--- config.mk ---
export PLATFORM = sky130hd
export DESIGN_NAME = eig_seq_ctrl_flat
export DESIGN_NICKNAME = d
export VERILOG_FILES = /design/src/rtl/eig_seq_if.sv /design/src/rtl/eig_seq_ctrl.sv /design/src/flat_wrapper.sv
export SDC_FILE = /design/constraint.sdc
export NUM_CORES = 1
export LEC_CHECK = 0
export BUFFER_PORTS_ARGS = -buffer_cell sky130_fd_sc_hd__buf_2
export CORE_ASPECT_RATIO = 0.9
export CORE_MARGIN = 5
export CORE_UTILIZATION = 60
export DETAILED_ROUTE_END_ITERATION = 6
export PLACE_DENSITY = 0.82
export RECOVER_POWER = 100
export SKIP_CTS_REPAIR_TIMING = 1
export SLEW_MARGIN = 10
export SYNTH_ARGS = -nofsm -noshare
export SYNTH_HDL_FRONTEND = slang
export SYNTH_SLANG_ARGS = --single-unit
--- constraint.sdc ---
create_clock -name clk -period 3.3 [get_ports clk]
set_clock_uncertainty 0.2 [all_clocks]
set_input_delay 0 -clock clk [delete_from_list [all_inputs] [get_ports clk]]
set_output_delay 0 -clock clk [all_outputs]
set_load 0.02 [all_outputs]
--- src/rtl/eig_seq_if.sv ---
// Handshake bundle between the eigen-pipeline run sequencer and its neighbours
// (param_loader, eig_core, output_loader, host error clear).
interface eig_seq_if;
  logic       ena;
  logic       pl_valid;
  logic       pl_ready;
  logic       core_start;
  logic       core_busy;
  logic       ol_start;
  logic       ol_busy;
  logic       clr_err;
  logic       done;
  logic       err;
  logic [1:0] err_code;
  logic [7:0] run_cnt;

  modport slave (
    input  ena, pl_valid, core_busy, ol_busy, clr_err,
    output pl_ready, core_start, ol_start, done, err, err_code, run_cnt
  );

  modport master (
    output ena, pl_valid, core_busy, ol_busy, clr_err,
    input  pl_ready, core_start, ol_start, done, err, err_code, run_cnt
  );
endinterface

--- src/rtl/eig_seq_ctrl.sv ---
// Run sequencer: param_loader -> eig_core -> output_loader, with a guarded timeout
// on every wait and a sticky error state that only clr_err leaves.
module eig_seq_ctrl #(
  parameter int TMR_W   = 16,
  parameter int ACK_TO  = 8,
  parameter int CORE_TO = 4096,
  parameter int OL_TO   = 64
) (
  input  logic      clk,
  input  logic      rst_n,
  eig_seq_if.slave  bus
);

  typedef enum logic [2:0] {
    S_IDLE, S_C_ACK, S_C_RUN, S_O_ACK, S_O_RUN, S_FIN, S_ERR
  } state_t;

  // Compare against LIMIT-1: the check fires in the LIMIT-th cycle spent in the state.
  localparam logic [TMR_W-1:0] ACK_LIM  = TMR_W'(ACK_TO - 1);
  localparam logic [TMR_W-1:0] CORE_LIM = TMR_W'(CORE_TO - 1);
  localparam logic [TMR_W-1:0] OL_LIM   = TMR_W'(OL_TO - 1);

  state_t           r_state;
  logic [TMR_W-1:0] r_tmr;
  logic             r_pl_ready;
  logic             r_core_start;
  logic             r_ol_start;
  logic             r_done;
  logic             r_err;
  logic [1:0]       r_err_code;
  logic [7:0]       r_run_cnt;

  always_ff @(posedge clk) begin
    if (!rst_n) begin
      r_state      <= S_IDLE;
      r_tmr        <= '0;
      r_pl_ready   <= 1'b1;
      r_core_start <= 1'b0;
      r_ol_start   <= 1'b0;
      r_done       <= 1'b0;
      r_err        <= 1'b0;
      r_err_code   <= 2'b00;
      r_run_cnt    <= 8'd0;
    end else if (!bus.ena) begin
      // Frozen: only the single-cycle pulses are dropped.
      r_core_start <= 1'b0;
      r_ol_start   <= 1'b0;
      r_done       <= 1'b0;
    end else begin
      r_core_start <= 1'b0;
      r_ol_start   <= 1'b0;
      r_done       <= 1'b0;
      if (r_tmr != '1) r_tmr <= r_tmr + 1'b1;

      // Success is tested before timeout so a same-cycle success wins.
      case (r_state)
        S_IDLE: begin
          r_tmr <= '0;
          if (bus.pl_valid) begin
            r_state      <= S_C_ACK;
            r_core_start <= 1'b1;
            r_pl_ready   <= 1'b0;
          end
        end
        S_C_ACK: begin
          if (bus.core_busy) begin
            r_state <= S_C_RUN;
            r_tmr   <= '0;
          end else if (r_tmr == ACK_LIM) begin
            r_state    <= S_ERR;
            r_tmr      <= '0;
            r_err      <= 1'b1;
            r_err_code <= 2'b01;
          end
        end
        S_C_RUN: begin
          if (!bus.core_busy) begin
            r_state    <= S_O_ACK;
            r_tmr      <= '0;
            r_ol_start <= 1'b1;
          end else if (r_tmr == CORE_LIM) begin
            r_state    <= S_ERR;
            r_tmr      <= '0;
            r_err      <= 1'b1;
            r_err_code <= 2'b10;
          end
        end
        S_O_ACK: begin
          if (bus.ol_busy) begin
            r_state <= S_O_RUN;
            r_tmr   <= '0;
          end else if (r_tmr == ACK_LIM) begin
            r_state    <= S_ERR;
            r_tmr      <= '0;
            r_err      <= 1'b1;
            r_err_code <= 2'b11;
          end
        end
        S_O_RUN: begin
          if (!bus.ol_busy) begin
            r_state   <= S_FIN;
            r_tmr     <= '0;
            r_done    <= 1'b1;
            r_run_cnt <= r_run_cnt + 8'd1;
          end else if (r_tmr == OL_LIM) begin
            r_state    <= S_ERR;
            r_tmr      <= '0;
            r_err      <= 1'b1;
            r_err_code <= 2'b11;
          end
        end
        S_FIN: begin
          r_state    <= S_IDLE;
          r_tmr      <= '0;
          r_pl_ready <= 1'b1;
        end
        S_ERR: begin
          r_tmr <= '0;
          if (bus.clr_err) begin
            r_state    <= S_IDLE;
            r_err      <= 1'b0;
            r_err_code <= 2'b00;
            r_pl_ready <= 1'b1;
          end
        end
        default: begin
          r_state    <= S_IDLE;
          r_tmr      <= '0;
          r_pl_ready <= 1'b1;
        end
      endcase
    end
  end

  assign bus.pl_ready   = r_pl_ready;
  assign bus.core_start = r_core_start;
  assign bus.ol_start   = r_ol_start;
  assign bus.done       = r_done;
  assign bus.err        = r_err;
  assign bus.err_code   = r_err_code;
  assign bus.run_cnt    = r_run_cnt;

endmodule
--- src/flat_wrapper.sv ---
// flat-port wrapper written by rule: the top's interface ports become plain ports
module eig_seq_ctrl_flat 
#(
  parameter int TMR_W   = 16,
  parameter int ACK_TO  = 8,
  parameter int CORE_TO = 4096,
  parameter int OL_TO   = 64
)
  (clk, rst_n, bus_ena, bus_pl_valid, bus_core_busy, bus_ol_busy, bus_clr_err, bus_pl_ready, bus_core_start, bus_ol_start, bus_done, bus_err, bus_err_code, bus_run_cnt);
  eig_seq_if bus_i ();
  input  logic clk;
  input  logic rst_n;
  input wire logic [$bits(bus_i.ena)-1:0] bus_ena;
  input wire logic [$bits(bus_i.pl_valid)-1:0] bus_pl_valid;
  input wire logic [$bits(bus_i.core_busy)-1:0] bus_core_busy;
  input wire logic [$bits(bus_i.ol_busy)-1:0] bus_ol_busy;
  input wire logic [$bits(bus_i.clr_err)-1:0] bus_clr_err;
  output wire logic [$bits(bus_i.pl_ready)-1:0] bus_pl_ready;
  output wire logic [$bits(bus_i.core_start)-1:0] bus_core_start;
  output wire logic [$bits(bus_i.ol_start)-1:0] bus_ol_start;
  output wire logic [$bits(bus_i.done)-1:0] bus_done;
  output wire logic [$bits(bus_i.err)-1:0] bus_err;
  output wire logic [$bits(bus_i.err_code)-1:0] bus_err_code;
  output wire logic [$bits(bus_i.run_cnt)-1:0] bus_run_cnt;
  assign bus_i.ena = bus_ena;
  assign bus_i.pl_valid = bus_pl_valid;
  assign bus_i.core_busy = bus_core_busy;
  assign bus_i.ol_busy = bus_ol_busy;
  assign bus_i.clr_err = bus_clr_err;
  assign bus_pl_ready = bus_i.pl_ready;
  assign bus_core_start = bus_i.core_start;
  assign bus_ol_start = bus_i.ol_start;
  assign bus_done = bus_i.done;
  assign bus_err = bus_i.err;
  assign bus_err_code = bus_i.err_code;
  assign bus_run_cnt = bus_i.run_cnt;
  eig_seq_ctrl #(.TMR_W(TMR_W), .ACK_TO(ACK_TO), .CORE_TO(CORE_TO), .OL_TO(OL_TO)) u_core (.clk(clk), .rst_n(rst_n), .bus(bus_i));
endmodule
==> key figures <==
Timing
  • Slew margin rel.: 0.456
  • Final period utilization: 0.846
  • Worst-margin pin slew: between 800 and 900 ps
  • Final Hold Viols: 1
  • Final slew viol count: 0
  • Minimum clock period: 2790 ps
  • Fmax: ~0.36 GHz
  • Final worst setup slack: between 500 and 600 ps
  • Post-route setup TNS: 0 ps
  • Final hold slack: -16.0 ps
  • Endpoints failing setup: 0
  • RSZ-0062 raised after global routing: no

Global routing
  • Met3 Usage GRT: 0.0468
  • M2 GR Usage: 0.278
  • Initial antenna violation count: 0
  • Total grt overflow: 0
  • First-pass GRT wire length: between 6 and 7 mm
  • Gr busiest metal: met1
  • Largest net degree at the start of global routing: 17
  • Met1 Use GR: 0.297
  • Vias in the first global route: about 1,500
  • GR Util All Layers: 0.204

Synth
  • Most common cell in the netlist: dfxtp_1
  • Ys flop type: dfxtp_1
  • Area contributors post-synth: dfxtp_1 37%, nor2_1 6.5%, xor2_1 4.7%, nand3_1 4.1%, nand4_1 2.7%
  • Seq cells post-synth: 34
  • Ys async rst share: 0
  • Area leader, netlist: dfxtp_1
  • Area share of the largest cell type after synthesis: 0.368
  • Sequential area share after synthesis: 0.368
  • Synth Warn #: 0
  • Syn avg cell area: roughly 8.4 um^2
  • EDFF count, synth: 0
  • Synth top cells by count: 34 x dfxtp_1, 32 x nor2_1, 15 x nand3_1, 11 x inv_1
  • Post-synthesis instance total: ~220
  • Mapped Nets: around 230
  • Yosys cell types: 53
  • Mapped Area: roughly 1800 um^2

Outcome
  • Failing checks: hold timing
  • Status: complete, but fails checks

CTS
  • Clock sinks: 34
  • H-Tree Depth: 2
  • Clk_lat worst skew: between 300 and 400 ps
  • CTS Buffer Depth: 2
  • CTS tree: built
  • CTS root buffer: clkbuf_4
  • CTS Buf Count: 5
  • Clk slew on worst S/H paths: 110 ps

Power
  • Switch Pwr: 0.273 mW
  • Combinational share of power: 0.173
  • Flop pwr share: 0.494
  • Sw Share: 0.298
  • PwrDens: approximately 440 nW/um^2
  • Pint: 0.643 mW
  • Tot Pwr: 0.917 mW
  • P_leak: approximately 0.75 nW
  • Clk pwr share: 0.333
  • IR Drop Worst-Case VDD: 0.314 mV

Place
  • Pre-CTS setup slack: ~810 ps
  • IO buf count: 21
  • GPL Wtd Cong: slightly above 0.9
  • Post-DP HPWL: a little under 3 mm

Cells and area
  • Share of layout cells above drive strength 1: 0.0972
  • # nets final: between 200 and 300
  • Area grow syn2layout: 11.7%
  • Antenna Cells: 0

Die
  • Die W: 68.5 um
  • Die height: 62.7 um
  • Initial Util: 0.612
  • Row cnt: 19
  • Core region area: 3020 um^2
  • I/O Pins: 22
  • DIE AREA: ~4300 um^2

Worst setup path
  • CP max stage cell: o21ai_0
  • Worst-path maximum fanout: 7
  • Data required, critical path: roughly 3300 ps
  • WS Path Type: reg2reg
  • Crit path DAT: roughly 2800 ps
  • CP cell instances: ha_1 -> nand3_1 -> nor4_1 -> o22a_1 -> nand2_1 -> o21ai_0 -> nor2_1
  • CP peak stage delay: roughly 560 ps
  • Crit start category: flip-flop
  • Worst Setup End Kind: flip-flop

Detailed routing
  • Routed length per placed instance: 14.6 um
  • Via count: ~1,700
  • DR iter-0 viols: approximately 190
  • Final ANT Viol Nets: 0
  • 1st-pass router iterations: 4
  • DRT Wirelength: approximately 4.2 mm
  • Drt drc: 0
  • DR vias/cell: ~6.0

Flow run
  • Max cap viols: 0

Hold path
  • Hold/Removal Path Class: in2reg
-- flip-flops by register name, indices dropped and copies added, names as in the netlist --
name                   flops
u_core.r_state             3
u_core.bus.err             1
u_core.r_tmr              16
u_core.bus.run_cnt         8
u_core.bus.err_code        2
u_core.bus.core_start      1
u_core.bus.done            1
u_core.bus.ol_start        1
u_core.bus.pl_ready        1
-- power by group through the flow --
stage	logic, mW	clock network, mW	registers (mW)
CTS	0.157	0.309	0.453
finish	0.158	0.305	0.453
floorplan	0.128	0	0.453
detailed placement	0.157	0	0.462
global route	0.174	0.332	0.457
global placement	0.155	0	0.461
-- per-layer routing --
layer  vias to the layer above  routed length [um]
li1                        870                   -
met1                       796                2070
met2                        67                1780
met3                        11                 282
met4                         0                  91
met5                         -                   0
-- stage by stage --
stage                      util  cell area (um^2)  std cells
after floorplan               -              1850        219
after global placement    0.653              1970        274
after detailed placement  0.653              1970        274
after CTS                 0.679              2050        282
after global routing      0.684              2060        289
final                     0.684              2060        289
-- cells in the final DEF, fill, tap and decap left out, drive strengths merged, types with 2 or more instances in the layout --
cell type / instances
and3: 4
a311oi: 5
inv: 11
a31oi: 2
or2: 4
nand3b: 2
xor2: 10
o211ai: 6
dlygate4sd3: 7
xnor2: 4
and4: 2
nand4: 8
ha: 3
o31ai: 4
nand2: 10
nor3: 5
nor4: 9
o211a: 3
dfxtp: 34
a21oi: 5
nor2: 32
clkinv: 2
nand3: 15
buf: 6
o21ai: 11
clkbuf: 20
-- logic make-up after synthesis --
family / synth area share
fa+ha+maj: 0.0203
xor+xnor: 0.0663
compound gates: 0.198
simple gates: 0.295
mux: 0.0115
buf+inv: 0.0406
flops: 0.368
-- final timing paths --
path | from | to | slack, ps | cells past startpoint
min reg2reg | u_core.bus.err_code[1] | u_core.bus.err_code[1] | 340 | 2
min | bus_clr_err | u_core.bus.pl_ready | -20 | 4
max | u_core.r_tmr[1] | u_core.r_tmr[11] | 510 | 7
max reg2reg | u_core.r_tmr[1] | u_core.r_tmr[11] | 510 | 7
-- area by class of cell --
class	count	area (um^2)
clock buffer	5	37.5
clock inverter	3	40.0
fill	259	955
inverter	11	41.3
multi-input combinational	166	1060
sequential	34	681
tap	42	52.6
timing repair buffer	28	156
-- critical path, delay by kind of cell (launching register included) --
family | cells | cell delay [ps]
flops | 1 | 420
fa+ha+maj | 1 | 200
simple gates | 4 | 970
compound gates | 2 | 880
Note: power is estimated with default switching activity, not from simulation.
